### config.mk
export PLATFORM = sky130hd
export DESIGN_NAME = cpu_control_fsm
export DESIGN_NICKNAME = d
export VERILOG_FILES = /design/src/rtl/cpu_control_fsm.sv
export SDC_FILE = /design/constraint.sdc
export NUM_CORES = 1
export LEC_CHECK = 0
export ABC_AREA = 1
export CAP_MARGIN = 10
export CORE_MARGIN = 4
export CORE_UTILIZATION = 35
export DETAILED_ROUTE_END_ITERATION = 8
export GPL_ROUTABILITY_DRIVEN = 0
export MAX_ROUTING_LAYER = met4
export PLACE_DENSITY = 0.68
export SKIP_LAST_GASP = 1
export SLEW_MARGIN = 10
export SYNTH_ARGS = -nofsm -noshare
export SYNTH_HDL_FRONTEND = slang
export SYNTH_SLANG_ARGS = --single-unit
### constraint.sdc
create_clock -name CLK -period 1.75 [get_ports CLK]
set_clock_uncertainty 0.1 [all_clocks]
set_input_delay 0.175 -clock CLK [delete_from_list [all_inputs] [get_ports CLK]]
set_output_delay 0.175 -clock CLK [all_outputs]
set_load 0.01 [all_outputs]
### src/rtl/cpu_control_fsm.sv
// Multi-cycle control unit for the 16-bit CPU.
// Decodes the instruction held in IR and sequences the bus source select,
// the ALU operation and the per-register load enables. mv/mvi/illegal
// instructions finish in T1; add/sub/and take T1..T3.
//
// Handshake: Run is a level request that is sampled only in IDLE. While
// Run is high in IDLE, IR_EN captures DIN and the FSM moves to T1. Run is
// ignored in T1..T3. Done pulses for exactly one cycle, in the final cycle
// of every instruction, and Icount counts retired instructions on that edge.
module cpu_control_fsm #(
  parameter int DW   = 16,
  parameter int NREG = 8
) (
  input  logic            CLK,
  input  logic            reset,
  input  logic            Run,
  input  logic [DW-1:0]   Instr,
  output logic            IR_EN,
  output logic [NREG-1:0] R_EN,
  output logic            A_EN,
  output logic            G_EN,
  output logic [3:0]      Sel,
  output logic [1:0]      ALU_op,
  output logic            Done,
  output logic            Busy,
  output logic [15:0]     Icount,
  output logic [1:0]      dbg_state
);

  typedef enum logic [1:0] {
    IDLE = 2'd0,
    T1   = 2'd1,
    T2   = 2'd2,
    T3   = 2'd3
  } state_t;

  localparam logic [2:0] OP_MV  = 3'b000;
  localparam logic [2:0] OP_MVI = 3'b001;
  localparam logic [2:0] OP_ADD = 3'b010;
  localparam logic [2:0] OP_SUB = 3'b011;
  localparam logic [2:0] OP_AND = 3'b100;

  localparam logic [3:0] SEL_DIN = 4'd8;
  localparam logic [3:0] SEL_G   = 4'd9;

  state_t state, state_next;
  logic [15:0] icount_q;

  // Instruction fields; everything below Ry is ignored.
  logic [2:0] opcode, rx, ry;
  assign opcode = Instr[DW-1 -: 3];
  assign rx     = Instr[DW-4 -: 3];
  assign ry     = Instr[DW-7 -: 3];

  // One-hot enable for the destination register Rx.
  logic [NREG-1:0] rx_onehot;
  assign rx_onehot = NREG'(1) << rx;

  // State register; an asserted reset abandons any instruction in flight.
  always_ff @(posedge CLK or negedge reset) begin
    if (!reset) state <= IDLE;
    else        state <= state_next;
  end

  // Next-state and combinational control outputs, all forced to 0 in reset.
  always_comb begin
    state_next = state;
    IR_EN      = 1'b0;
    R_EN       = '0;
    A_EN       = 1'b0;
    G_EN       = 1'b0;
    Sel        = 4'd0;
    ALU_op     = 2'b00;
    Done       = 1'b0;
    Busy       = (state != IDLE);

    unique case (state)
      IDLE: begin
        IR_EN = Run;
        if (Run) state_next = T1;
      end
      T1: begin
        unique case (opcode)
          OP_MV: begin
            Sel        = {1'b0, ry};
            R_EN       = rx_onehot;
            Done       = 1'b1;
            state_next = IDLE;
          end
          OP_MVI: begin
            Sel        = SEL_DIN;
            R_EN       = rx_onehot;
            Done       = 1'b1;
            state_next = IDLE;
          end
          OP_ADD, OP_SUB, OP_AND: begin
            Sel        = {1'b0, rx};
            A_EN       = 1'b1;
            state_next = T2;
          end
          default: begin
            // Illegal opcode: retire with no side effects.
            Done       = 1'b1;
            state_next = IDLE;
          end
        endcase
      end
      T2: begin
        Sel  = {1'b0, ry};
        G_EN = 1'b1;
        case (opcode)
          OP_SUB:  ALU_op = 2'b01;
          OP_AND:  ALU_op = 2'b10;
          default: ALU_op = 2'b00;
        endcase
        state_next = T3;
      end
      T3: begin
        Sel        = SEL_G;
        R_EN       = rx_onehot;
        Done       = 1'b1;
        state_next = IDLE;
      end
      default: state_next = IDLE;
    endcase

    // Reset is asynchronous, so the outputs must drop in the same cycle too.
    if (!reset) begin
      IR_EN  = 1'b0;
      R_EN   = '0;
      A_EN   = 1'b0;
      G_EN   = 1'b0;
      Sel    = 4'd0;
      ALU_op = 2'b00;
      Done   = 1'b0;
      Busy   = 1'b0;
    end
  end

  // Retired-instruction counter, wraps naturally at 0xFFFF.
  always_ff @(posedge CLK or negedge reset) begin
    if (!reset)    icount_q <= 16'd0;
    else if (Done) icount_q <= icount_q + 16'd1;
  end

  assign Icount    = icount_q;
  assign dbg_state = state;

endmodule

# Yosys cells after proc, flatten, opt, wreduce, memory -nomap -nowiden
# Cells that the tools add are included.
classes:
  n_addsub: 1
  n_reduce_logical: 5
  shift: 1
  n_eq_ne: 8
  n_mux: 23
op_table:
  columns: ["operator", "n"]
  rows:
  - ["$pmux W4 S3", 2]
  - ["$add A16 B1 Y16 const B", 1]
  - ["$mux W8", 2]
  - ["$pmux W8 S2", 1]
  - ["$mux W1", 10]
  - ["$mux W2", 4]
  - ["$pmux W2 S4", 1]
  - ["$shl A1 B3 Y8 const A", 1]
  - ["$eq A3 B2 Y1 const B", 2]
  - ["$eq A2 B2 Y1 const B", 2]
  - ["$mux W4", 1]
  - ["$pmux W2 S2", 1]
  - ["$eq A3 B1 Y1 const B", 1]
  - ["$eq A3 B3 Y1 const B", 1]
  - ["$logic_not A3 Y1", 1]
  - ["$reduce_or A3 Y1", 1]
  - ["$eq A2 B1 Y1 const B", 1]
  - ["$logic_not A2 Y1", 1]
  - ["$ne A2 B2 Y1 const B", 1]
  - ["$pmux W1 S2", 1]
  - ["$reduce_bool A2 Y1", 1]
  - ["$reduce_or A2 Y1", 1]
word_totals:
  input_bits: 19
  word_cells: 40
  output_inout_bits: 37
  register_bits: 18

# Longest topological paths before layout
depth:
  word_depth: 5
  depth_mapped: 9
  mapped_depth_nobuf: 8

# Worst setup path after synthesis
# Ideal clock, no wire load.
synth_timing:
  path_kind: "reg-to-output"
  from: "reg with a tool-made name"
  to: "out ALU_op[1]"
  slack_ns: 0.132
  n_path_buf: 0
  stages_incl_launch_ff: 5
  arrival_time_ns: 1.343
  t_required_ns: 1.475
  cell_sequence: "dfrtp_1 > inv_1 > nor3_2 > inv_1 > nor4_1"
synth_rtl:
  columns: ["item", "line_no", "text"]
  rows:
  - ["to (decl)", "23", "output logic [1:0] ALU_op,"]

# Worst setup path after layout
layout_timing:
  from: "reg state[0] (netlist: dbg_state[0])"
  to: "out R_EN[0]"
layout_between:
  elab_chain_cells: 3
  word_cells_on_any_way: 4
  classes_between: "eq/ne: 2; mux: 2"
layout_rtl:
  columns: ["item", "line_no", "text"]
  rows:
  - ["from (decl)", "46", "state_t state, state_next;"]
  - ["from (signal assigned)", "62", "else state <= state_next;"]
  - ["$eq A2 B2 Y1 / $eq A2 B1 Y1 (equally long branches)", "77", "unique case (state)"]
  - ["$pmux W8 S2 *", "77", null]
  - ["$mux W8 *", "128", "if (!reset) begin"]
  - ["to (decl)", "19", "output logic [NREG-1:0] R_EN,"]
# Every way passes the cells marked *; elsewhere a longest branch is shown, timed or not.

==> flow_metrics.py <==
metrics = {
    "outcome": {
        "outcome": "complete, no violations",
    },
    "pwr": {
        "power.leakage_nw": 0.9858,
        "max-vdd-ir-drop_uv": 600.2,
        "power_density_nw_per_um2": 1055,
        "post-layout-total-power_mw": 2.161,
    },
    "floorplan": {
        "placeableCoreArea_um2": 3442,
        "horizontal_extent_of_the_die_um": 68.86,
        "io_pins": 56,
        "die_outline_area_um2": 4741,
        "die_height_um": 68.86,
        "initial_utilization_pct": 37.66,
        "std_cell_rows": 21,
    },
    "setup_path": {
        "r2r_setup_slk_ns": 0.22,
        "worst_ep_required_time_ns": 1.47,
        "cell_breakdown_of_the_critical_path": "buf_4, nand2_8, nor2_1, nand2_1, nor2_1, dlygate4sd2_1",
        "slowest_delay_ns": 0.40,
        "start_kind": "flop",
        "cp_common_cell": "sky130_fd_sc_hd__nor2_1",
        "slowest_stage": "sky130_fd_sc_hd__dfrtp_2",
        "cp_max_fo": 6,
        "worstRegToRegCells": 8,
        "critPathKind": "flop to primary output",
        "worstReg2RegStart": "Icount[0]",
        "worst_ep_arrival_time_ns": 1.44,
        "timing.rr.end": "Icount[10]",
        "critPathCaptureType": "primary output",
    },
    "cts": {
        "clk_root_buffer_cell": "sky130_fd_sc_hd__clkbuf_8",
        "sinks_on_clock_net": 18,
        "tritoncts.num_buffers": 3,
        "clock_insertion_delay_worst_skew_ns": 0.26,
        "cts_tree": "yes",
        "h-tree-depth": 1,
        "worst_setup_hold_path_clk_slew_ns": 0.07,
        "cts.hold.buffers_added": 0,
        "clock_path_buffers": 2,
    },
    "yosys": {
        "synth.ff_latch_count": 18,
        "synth.yosys.seq_area_share_pct": 34.75,
        "synthesis.instances": 193,
        "post_synth.cell_area_avg_um2": 6.716,
        "ys.warnings.count": 0,
        "synth_nets": 213,
        "count_of_different_cell_masters_after_synthesis": 26,
        "mappedNetlistArea_um2": 1296,
    },
    "global_routing": {
        "grtUsageMet1_pct": 22.94,
        "grt_usage_pct": 18.05,
        "grt_overflow": 0,
        "antenna_violations_before_repair": 0,
        "grt_pass1_wl_mm": 6.327,
        "pin_count_of_the_biggest_net_entering_global_routing": 19,
        "top_usage_layer": "met2",
        "grtUsageMet2_pct": 30.71,
        "met3_usage_pct": 3.404,
        "grt_pass1_vias": 1438,
    },
    "drt": {
        "detailroute.via_count": 1485,
        "drt-initial-drc-count": 75,
        "first_pass_iters": 4,
        "drt_drc_violations_left": 0,
        "wl_mm": 3.792,
        "wl_per_cell_um": 12.04,
        "viasPerCell": 4.714,
        "antenna_left": 0,
    },
    "finish": {
        "drive_above_1_share_pct": 20.07,
        "most-common-layout-cells": "66 x sky130_fd_sc_hd__nand2_1, 28 x sky130_fd_sc_hd__nor2_1, 27 x sky130_fd_sc_hd__buf_4, 25 x sky130_fd_sc_hd__clkdlybuf4s50_1, 17 x sky130_fd_sc_hd__dfrtp_1",
        "layout_commonest_cell": "sky130_fd_sc_hd__nand2_1",
        "post_layout_nonfiller_instances": 315,
        "filler_instances": 335,
        "final_cell_area_um2": 2048,
        "insertedDiodeCount": 0,
        "syn2layout_area_growth_pct": 58.01,
        "final_layout_net_count": 290,
        "utilization_pct": 59.51,
    },
    "sta": {
        "headroom_to_the_max_slew_limit_pct": 77.95,
        "fmax_mhz": 581.8,
        "rsz0062_at_grt": "yes",
        "setup_total_negative_slack_ns": 0,
        "max_slew_violation_count": 0,
        "setup_viol": 0,
        "total_count_of_hold_check_failures_in_the_final_report": 0,
        "timing_worst_slew_pin_value_ns": 0.3307,
        "final.period_utilization_pct": 98.22,
        "post_route_minimum_period_ns": 1.719,
    },
    "placement": {
        "port_buffers": 48,
        "hpwl_mm": 2.911,
        "numPlacedInstances": 306,
        "dpl_cell_area_um2": 1966,
    },
    "flow_run": {
        "maxCapViolCount": 0,
    },
    "hold_path": {
        "worst_hold_path_type": "input pin to asynchronous set/reset pin",
    },
}
## stage by stage
stage | worst slack, ns | hold slack, ns
CTS | -0.009644 | 0.07161
detailed placement | -0.3632 | 0.4303
global placement | -0.3313 | 0.4237
floorplan | 0.1321 | -0.2206
finish | 0.03113 | 0.1684
global route | -0.06689 | 0.2022
## timing repair
| item | in CTS | in global routing |
|---|---|---|
| hold endpoints to repair | 0 | 0 |
| gates resized for setup | 30 | 12 |
| pin swaps | 1 | 0 |
| buffers inserted | 3 | 2 |
| endpoints found under the setup margin | 19 | 5 |
## registers in the layout (all words and copies together) (netlist names), named ones only
signal,cells
Icount,16
dbg_state,1
## power breakdown
part,switching (mW),total [mW],internal (mW),leakage [nW]
Sequential,0.134,0.658,0.524,0.239
Combinational,0.570,1.16,0.588,0.719
Clock,0.146,0.346,0.200,0.0288
Total,0.849,2.16,1.31,0.986
## how the worst max path moves through the flow
stage | start | to | slack, ns | cells after the start
2_1_floorplan | flop | ALU_op[1] | 0.13 | 4
3_3_place_gp | reset | ALU_op[1] | -0.33 | 6
3_5_place_dp | reset | ALU_op[1] | -0.36 | 6
4_1_cts | dbg_state[0] | ALU_op[1] | -0.01 | 4
5_1_grt | dbg_state[0] | R_EN[0] | -0.07 | 6
6_report | dbg_state[0] | R_EN[0] | 0.03 | 6
## final cells by class
cell class / instances / area, µm² / area share [%]
Timing Repair Buffer: 75 / 648.1 / 31.64
Sequential cell: 18 / 451.7 / 22.05
Clock buffer: 4 / 55.05 / 2.688
Inverter: 20 / 77.57 / 3.787
Multi-Input combinational cell: 152 / 758.2 / 37.02
Tap cell: 46 / 57.56 / 2.810
## worst max-delay path: cells and delay by family, from the launching register on
kind | cells | cell delay, ns
flip-flops | 1 | 0.40
AND/OR/NAND/NOR | 4 | 0.36
buffers and inverters | 2 | 0.43
## cell usage after synthesis
library cell	n	area share, %
sky130_fd_sc_hd__dfrtp_1	18	35
sky130_fd_sc_hd__nand3_4	1	1.4
sky130_fd_sc_hd__inv_1	17	4.9
sky130_fd_sc_hd__and2_1	1	0.48
sky130_fd_sc_hd__nor4_1	2	0.97
sky130_fd_sc_hd__buf_6	3	2.6
sky130_fd_sc_hd__xnor2_1	2	1.4
sky130_fd_sc_hd__xor2_1	2	1.4
sky130_fd_sc_hd__nand3b_1	5	2.9
sky130_fd_sc_hd__o21ai_2	4	2.7
sky130_fd_sc_hd__nor3_1	2	0.77
sky130_fd_sc_hd__nor2_2	2	0.97
sky130_fd_sc_hd__o21ai_0	7	2.7
sky130_fd_sc_hd__nand2_2	4	1.9
sky130_fd_sc_hd__nor2_1	28	8.1
sky130_fd_sc_hd__ha_1	1	0.97
sky130_fd_sc_hd__nand4_1	4	1.9
sky130_fd_sc_hd__nand2_4	1	0.87
sky130_fd_sc_hd__nand3_1	14	5.4
sky130_fd_sc_hd__nor3_2	1	0.77
sky130_fd_sc_hd__inv_4	1	0.48
sky130_fd_sc_hd__a31oi_1	1	0.48
sky130_fd_sc_hd__o21ai_1	1	0.39
sky130_fd_sc_hd__inv_2	2	0.58
sky130_fd_sc_hd__nand2_1	66	19
sky130_fd_sc_hd__a21oi_1	3	1.2
## kinds of logic after synthesis
group	Yosys count	synth area share [%]
flip-flops	18	34.75
buffers and inverters	23	8.591
AO/OA/AOI/OAI	16	7.431
XOR/XNOR	4	2.703
AND/OR/NAND/NOR	131	45.56
adder cells (fa/ha/maj)	1	0.9651
## layer usage
layer	vias to the layer above	share of wire [%]	wire length, µm
met4	0	0.53	20
met2	27	48	1839
met3	2	3.2	120
li1	764	-	-
met1	692	48	1812
met5	-	0	0
No activity file was read; power rests on OpenSTA's default activity.
